===== config.mk =====
export PLATFORM = sky130hd
export DESIGN_NAME = interrupt_ctrl_flat
export DESIGN_NICKNAME = d
export VERILOG_FILES = /design/src/rtl/intc_pkg.sv /design/src/rtl/interrupt_ctrl_if.sv /design/src/rtl/intc_prio_enc.sv /design/src/rtl/interrupt_ctrl.sv /design/src/flat_wrapper.sv
export SDC_FILE = /design/constraint.sdc
export NUM_CORES = 1
export LEC_CHECK = 0
export ABC_AREA = 1
export CAP_MARGIN = 5
export CORE_MARGIN = 2
export CORE_UTILIZATION = 61
export DETAILED_ROUTE_END_ITERATION = 6
export DONT_BUFFER_PORTS = 1
export HOLD_SLACK_MARGIN = 0.1
export PLACE_DENSITY = 0.77
export SLEW_MARGIN = 5
export SYNTH_ARGS = -nofsm -noshare
export SYNTH_HDL_FRONTEND = slang
export SYNTH_SLANG_ARGS = --single-unit

===== constraint.sdc =====
create_clock -name clockgb -period 2.05 [get_ports clockgb]
set_input_delay 0.615 -clock clockgb [delete_from_list [all_inputs] [get_ports clockgb]]
set_output_delay 0.615 -clock clockgb [all_outputs]
set_load 0.01 [all_outputs]

===== src/rtl/intc_pkg.sv =====
// intc_pkg: shared constants, source indices and FSM states for the interrupt controller
package intc_pkg;
    localparam logic [15:0] INTC_IF_ADDR  = 16'hFF0F;
    localparam logic [15:0] INTC_IE_ADDR  = 16'hFFFF;
    localparam logic [15:0] INTC_VEC_BASE = 16'h0040;
    localparam int SRC_VBLANK = 0;
    localparam int SRC_LCD    = 1;
    localparam int SRC_TIMER  = 2;
    localparam int SRC_SERIAL = 3;
    localparam int SRC_JOYPAD = 4;
    typedef enum logic [1:0] {IDLE, REQ, DISP} state_t;
endpackage


===== src/rtl/interrupt_ctrl_if.sv =====
// interrupt_ctrl_if: memory-mapped peripheral bus shared by the IF/IE registers
interface interrupt_ctrl_if;
    logic [15:0] address;
    logic [7:0]  indata;
    logic [7:0]  outdata;
    logic        load;
    logic        store;
    modport master (output address, indata, load, store, input outdata);
    modport slave  (input address, indata, load, store, output outdata);
endinterface


===== src/rtl/intc_prio_enc.sv =====
// intc_prio_enc: lowest-set-bit encoder, vblank has highest priority
module intc_prio_enc
    import intc_pkg::*;
(
    input  logic [4:0] req,
    output logic [2:0] idx,
    output logic       valid
);
    always_comb begin
        idx = req[SRC_VBLANK] ? 3'(SRC_VBLANK) :
              req[SRC_LCD]    ? 3'(SRC_LCD)    :
              req[SRC_TIMER]  ? 3'(SRC_TIMER)  :
              req[SRC_SERIAL] ? 3'(SRC_SERIAL) : 3'(SRC_JOYPAD);
        valid = |req;
    end
endmodule


===== src/rtl/interrupt_ctrl.sv =====
// interrupt_ctrl: Game Boy IF/IE interrupt controller; INTC_DELAYED_EI_EN delays EI by one instruction
module interrupt_ctrl
    import intc_pkg::*;
#(
    parameter logic [15:0] IF_ADDR  = INTC_IF_ADDR,
    parameter logic [15:0] IE_ADDR  = INTC_IE_ADDR,
    parameter logic [15:0] VEC_BASE = INTC_VEC_BASE
) (
    input  logic                   clockgb,
    input  logic                   resetn,
    interrupt_ctrl_if.slave        bus,
    input  logic [4:0]             src_int,
    input  logic                   ei,
    input  logic                   di,
    input  logic                   reti,
    input  logic                   insn_boundary,
    output logic                   int_req,
    input  logic                   int_ack,
    output logic [15:0]            int_vector,
    output logic                   wake
);
    state_t state, state_n;
    logic [4:0] if_q, if_n, pending;
    logic [7:0] ie_q;
    logic ime, ime_n, ei_pend, ei_pend_n, ei_seen, ei_seen_n;
    logic [15:0] vec_n;
    logic [2:0] idx;
    logic valid, ack, wr_if, wr_ie;

    assign pending = if_q & ie_q[4:0];
    assign wr_if = bus.store && bus.address == IF_ADDR;
    assign wr_ie = bus.store && bus.address == IE_ADDR;
    assign ack = state == REQ && int_ack;
    assign int_req = state == REQ;
    assign bus.outdata = !bus.load ? 8'h00 :
                         bus.address == IF_ADDR ? {3'b111, if_q} :
                         bus.address == IE_ADDR ? ie_q : 8'h00;

    intc_prio_enc u_enc (.req(pending), .idx(idx), .valid(valid));

    always_comb begin
        state_n = state;
        if_n = if_q;
        ime_n = ime;
        vec_n = int_vector;
        ei_pend_n = ei_pend;
        ei_seen_n = ei_seen;
        case (state)
            IDLE: state_n = ime && |pending ? REQ : IDLE;
            REQ: begin
                if (ack) begin
                    // priority is re-resolved at ack so late IE/IF writes pick the vector
                    state_n = DISP;
                    vec_n = valid ? VEC_BASE + {10'd0, idx, 3'd0} : 16'h0000;
                    ime_n = 1'b0;
                    if (valid) if_n[idx] = 1'b0;
                end else if (!ime) begin
                    state_n = IDLE;
                end
            end
            default: state_n = IDLE;
        endcase
        if (wr_if) if_n = bus.indata[4:0];
        if_n = if_n | src_int;
        if (reti) ime_n = 1'b1;
`ifdef INTC_DELAYED_EI_EN
        // first boundary is the instruction after EI starting, second is it completing
        if (ei) begin
            ei_pend_n = 1'b1;
            ei_seen_n = 1'b0;
        end else if (ei_pend && insn_boundary) begin
            ei_seen_n = !ei_seen;
            ei_pend_n = !ei_seen;
            if (ei_seen) ime_n = 1'b1;
        end
`else
        if (ei) ime_n = 1'b1;
        ei_pend_n = 1'b0;
        ei_seen_n = 1'b0;
`endif
        if (di) begin
            ime_n = 1'b0;
            ei_pend_n = 1'b0;
            ei_seen_n = 1'b0;
        end
    end

`ifndef INTC_DELAYED_EI_EN
    logic unused;
    assign unused = ^{insn_boundary, ei_pend, ei_seen};
`endif

    always_ff @(posedge clockgb or negedge resetn) begin
        if (!resetn) begin
            state <= IDLE;
            if_q <= '0;
            ie_q <= '0;
            ime <= 1'b0;
            ei_pend <= 1'b0;
            ei_seen <= 1'b0;
            int_vector <= '0;
            wake <= 1'b0;
        end else begin
            state <= state_n;
            if_q <= if_n;
            ie_q <= wr_ie ? bus.indata : ie_q;
            ime <= ime_n;
            ei_pend <= ei_pend_n;
            ei_seen <= ei_seen_n;
            int_vector <= vec_n;
            wake <= |pending;
        end
    end
endmodule

===== src/flat_wrapper.sv =====
// flat-port wrapper written by rule: the top's interface ports become plain ports
module interrupt_ctrl_flat import intc_pkg::*;
#(
    parameter logic [15:0] IF_ADDR  = INTC_IF_ADDR,
    parameter logic [15:0] IE_ADDR  = INTC_IE_ADDR,
    parameter logic [15:0] VEC_BASE = INTC_VEC_BASE
)
  (clockgb, resetn, src_int, ei, di, reti, insn_boundary, int_req, int_ack, int_vector, wake, bus_address, bus_indata, bus_load, bus_store, bus_outdata);
  interrupt_ctrl_if bus_i ();
  input  logic clockgb;
  input  logic resetn;
  input  logic [4:0] src_int;
  input  logic ei;
  input  logic di;
  input  logic reti;
  input  logic insn_boundary;
  output logic int_req;
  input  logic int_ack;
  output logic [15:0] int_vector;
  output logic wake;
  input wire logic [$bits(bus_i.address)-1:0] bus_address;
  input wire logic [$bits(bus_i.indata)-1:0] bus_indata;
  input wire logic [$bits(bus_i.load)-1:0] bus_load;
  input wire logic [$bits(bus_i.store)-1:0] bus_store;
  output wire logic [$bits(bus_i.outdata)-1:0] bus_outdata;
  assign bus_i.address = bus_address;
  assign bus_i.indata = bus_indata;
  assign bus_i.load = bus_load;
  assign bus_i.store = bus_store;
  assign bus_outdata = bus_i.outdata;
  interrupt_ctrl #(.IF_ADDR(IF_ADDR), .IE_ADDR(IE_ADDR), .VEC_BASE(VEC_BASE)) u_core (.clockgb(clockgb), .resetn(resetn), .bus(bus_i), .src_int(src_int), .ei(ei), .di(di), .reti(reti), .insn_boundary(insn_boundary), .int_req(int_req), .int_ack(int_ack), .int_vector(int_vector), .wake(wake));
endmodule

-- Yosys cells after proc, flatten, opt, wreduce, memory -nomap -nowiden
Index checks and enable logic that the tools add are counted.
- input bits: 38
- flip-flop bits (word level): 33
- output and inout bits: 26
- word-level logic and storage cells: 51
- bitwise operators: 4
- multiplexer cells: 23
- eq/ne operators: 4
- magnitude comparators: 2
- reduce and logical (&&, ||, !) cells: 11
- add/subtract/negate cells: 1
- operators by type and width (kind ; number):
    16-bit == test (second input constant) ; 2
    8-bit 2-to-1 mux ; 3
    5-bit 2-to-1 mux ; 4
    16-bit 2-to-1 mux ; 1
    3-bit 2-to-1 mux ; 4
    5-bit AND ; 2
    7-bit by 6-bit adder with 8-bit output (first input constant) ; 1
    4-bit nonzero test ; 2
    1-bit 2-to-1 mux ; 7
    1-bit logical AND ; 5
    5-bit inverter ; 1
    5-bit OR ; 1
    5-bit OR reduction ; 1
    3-bit by 4-bit < comparator with 1-bit output (second input constant) ; 1
    2-bit 2-to-1 mux ; 2
    2-bit one-hot mux with 2 select lines ; 1
    2-bit AND reduction ; 2
    1-bit demux with 3-bit select ; 1
    3-bit by 1-bit >= comparator with 1-bit output (second input constant) ; 1
    3-bit != test (second input constant) ; 1
    2-bit by 1-bit == test with 1-bit output (second input constant) ; 1
    2-bit logical NOT ; 1

-- Longest topological paths before layout
- word-level depth: 16
- mapped depth: 8

-- Cells and area by module
Synthesis repeated with hierarchy kept, for this count alone.
- cells, all modules: 199
- area total of the unflattened synthesis: 1380.1 µm²
- by module, submodules not included (module ; times used ; sequential area each (µm²) ; area each (µm²) ; cells each):
    interrupt_ctrl ; 1 ; 525.5 ; 1333.8 ; 189
    intc_prio_enc ; 1 ; 0.0 ; 46.3 ; 10

-- Least setup slack after synthesis
Ideal clock, no wire load.
- kind: input port to output port
- from: input port bus_address[15]
- to: output port bus_outdata[4]
- path buffers: 1
- required time: 1435 ps
- arrival time: 1436 ps
- stages: 7
- slack: -1 ps
- path through: nand2_1 nor2_2 nand3_2 nor2_4 buf_6 nand2_1 a21oi_1
- cells in the longest elaborated chain, start to end: 4
- elaborated cells between the ends (all ways): 5
- classes of those cells: 2 x eq/ne; 3 x mux
- RTL lines (element ; line ; text):
    from (decl) ; flat_wrapper.sv:21 ; input wire logic [$bits(bus_i.address)-1:0] bus_address;
    16-bit == test ; interrupt_ctrl.sv:37 ; bus.address == IE_ADDR ? ie_q : 8'h00;
    8-bit 2-to-1 mux ; interrupt_ctrl.sv:37 ;
    8-bit 2-to-1 mux (*) ; interrupt_ctrl.sv:36 ; bus.address == IF_ADDR ? {3'b111, if_q} :
    8-bit 2-to-1 mux (*) ; interrupt_ctrl.sv:35 ; assign bus.outdata = !bus.load ? 8'h00 :
    to (decl) ; flat_wrapper.sv:25 ; output wire logic [$bits(bus_i.outdata)-1:0] bus_outdata;
Every way passes the cells marked *; elsewhere a longest branch is shown, timed or not.

-- Final worst setup path
- from: input port bus_address[10]
- to: output port bus_outdata[3]
The elaborated chain is that of the path after synthesis.

==> metrics.cfg <==
[run_status]
status=finished clean

[run]
max-cap-violations=0

[floorplanning]
fp.dieArea_sq_um=2490
die_h_microns=49.9
ios=64
die_width_microns=49.9
start_util_pct=64.8
rows=16
design.core.area_sq_um=1980

[route]
vias=1173
wl_per_cell_microns=13.1
via_per_inst=5.41
routed_wirelength_mm=2.84
dr.pass1.iters=4
final_antenna_net_count=0
remaining_drc_errors=0
drt_iter0_markers=26

[synthesis]
synth_edf_count=0
synthTopCellsByArea=dfrtp_1, nand2_1, nand3_1, buf_4, inv_1
async_flop_share_pct=100
yosys-top-cells-count=nand2_1, dfrtp_1, nand3_1
synth_area_sq_um=1280
ys_dominant_reg_cell=dfrtp_1
synth-seq-cells=21
yosysUniqueCellTypes=21
yosys_warnings=0
postSynthCellCount=179
synth_top_cell_by_area=dfrtp_1
yosys.area.top_type_share_pct=40.9
synth_most_common_cell=nand2_1
avgSynthCellArea_sq_um=7.17
yosysSeqAreaShare_pct=40.9

[clock_tree]
clock_latency_ns=0.31
htreeDepth=1
clock-sinks=21
cts_buffers=3
clkTransAtPathRegs_ns=0.12
cts_tree=yes
clock_path_buffers=2
root_buffer=clkbuf_4

[layout]
fin_nets=229
design_area_sq_um=1500
areaGrowthSynthToFinish_pct=16.6
finalCoreUtilization_pct=75.5
antenna_cells=0
final_layout_size_suffix_gt1_share_pct=28.4

[placed_design]
hpwl_mm=1.88
gp_congestion=0.783
placed_area_sq_um=1300
port_buffers=0

[pwr]
vdd_drop_max_mv=0.522
power_density_nw_per_um2=454
p_leak_nw=0.739
finalPower_mw=0.680

[timing]
holdWs_ns=0.347
fmax_mhz=490
rsz0062_at_grt=true
finalSetupViolations=0
fin_crit_sh_pct=99.6
timing.final.crit_period_ns=2.04
finalClockSkew_ns=0.00263
max_slew_margin_pct=37.1
drv_slew=0
worst_pin_slew_ns=0.940
tns_ns=0
finalHoldViolations=0

[critical_path]
end_kind=output pin
critPathArrivalTime_ns=1.43
required_ns=1.43
crit_path_max_fanout=7
critical_path.startpoint_type=input pin
crit_type=in -> out

[global_routing]
grt_usage_pct=23.1
antenna_found_initial=0
grt_pass1_wl_mm=4.42
grt-ovfl-total=0
grt_pass1_vias=1031
grt_max_degree=22

[worst_hold_path]
hold_class=in -> reg

[state kept, by name, indices dropped and copies added (netlist names)]
signal and count:
u_core.ie_q 8, u_core.int_vector 4, u_core.ime 1, u_core.state 2
u_core.if_q 5, u_core.wake 1
[metrics by stage]
stage,setup WS [ns],std cells
global placement,-0.0669,208
finish,0.00867,217
detailed placement,-0.0940,208
global route,-0.0504,217
CTS,0.00130,217
floorplan,0.0349,190
[path summary, 6_finish.rpt]
| kind | start | to | slack [ns] | cells after the start |
|---|---|---|---|---|
| max | bus_address[10] | bus_outdata[3] | 0.009 | 7 |
| min | di | u_core.ime | 0.35 | 1 |
| max reg2reg | u_core.if_q[0] | u_core.state[0] | 0.80 | 6 |
| min reg2reg | u_core.ie_q[7] | u_core.ie_q[7] | 0.49 | 2 |
| max in group asynchronous | resetn | u_core.ie_q[7] | 0.60 | 1 |
| min in group asynchronous | resetn | u_core.if_q[3] | 0.88 | 1 |
[layer usage]
| metal | vias up | global-route usage (%) | wire, microns |
|---|---|---|---|
| met2 | 79 | 38.0 | 1360 |
| met1 | 527 | 29.4 | 1190 |
| met5 | - | 0 | 0 |
| met4 | 0 | 9.26 | 40 |
| li1 | 562 | - | - |
| met3 | 5 | 4.85 | 245 |
[cell usage in the layout (no fill, tap or decap), types with 2 or more instances in the layout]
master,synthesis,layout
nor2_4,4,7
nand3_2,2,4
nand2_2,2,10
nand3_4,0,2
nand2_4,0,2
clkbuf_4,0,3
nand3b_1,3,3
nand3_1,19,15
o21ai_0,2,2
buf_4,12,8
a21oi_1,10,2
nand2_1,68,57
inv_2,1,5
a21oi_2,0,8
dfrtp_1,21,21
nor2_2,2,3
nor2_1,8,5
inv_1,18,14
conb_1,1,12
[logic make-up (layout without fill, tap and decap cells)]
kind of cell	after synthesis	count (layout)	synth area share, %
AND/OR/NAND/NOR	109	110	38.9
flip-flops	21	21	40.9
other	1	12	0.292
AO/OA/AOI/OAI	15	15	6.14
buffers and inverters	33	32	13.7
[where the power goes]
group	total [mW]	leakage [nW]	switching, mW	internal [mW]
clock	0.203	0.0177	0.130	0.0730
combinational	0.0561	0.460	0.0410	0.0150
sequential	0.421	0.261	0.00306	0.418
[what timing repair did]
item,CTS,global route
hold buffers,1,0
pin swaps,7,12
setup endpoints to repair,8,8
gates resized for setup,17,19
cloned,1,0
endpoints found under the hold margin,21,0
buffers inserted,3,0
[area by class of cell]
| cell class | instances | area (sq um) |
|---|---|---|
| sequential | 21 | 526 |
| fill | 151 | 485 |
| inverter | 19 | 71.3 |
| multi-input combinational | 137 | 768 |
| clock buffer | 3 | 22.5 |
| timing repair buffer | 9 | 70.1 |
| clock inverter | 1 | 5.00 |
| tap | 27 | 33.8 |
[critical path, stage by stage]
cell and delay [ns]:
nand2_2 0.04, inv_2 0.08, nand2_2 0.07, nor2_4 0.23, nand3_2 0.11, a21oi_2 0.15
buf_4 0.13
No activity file was read; power rests on OpenSTA's default activity.
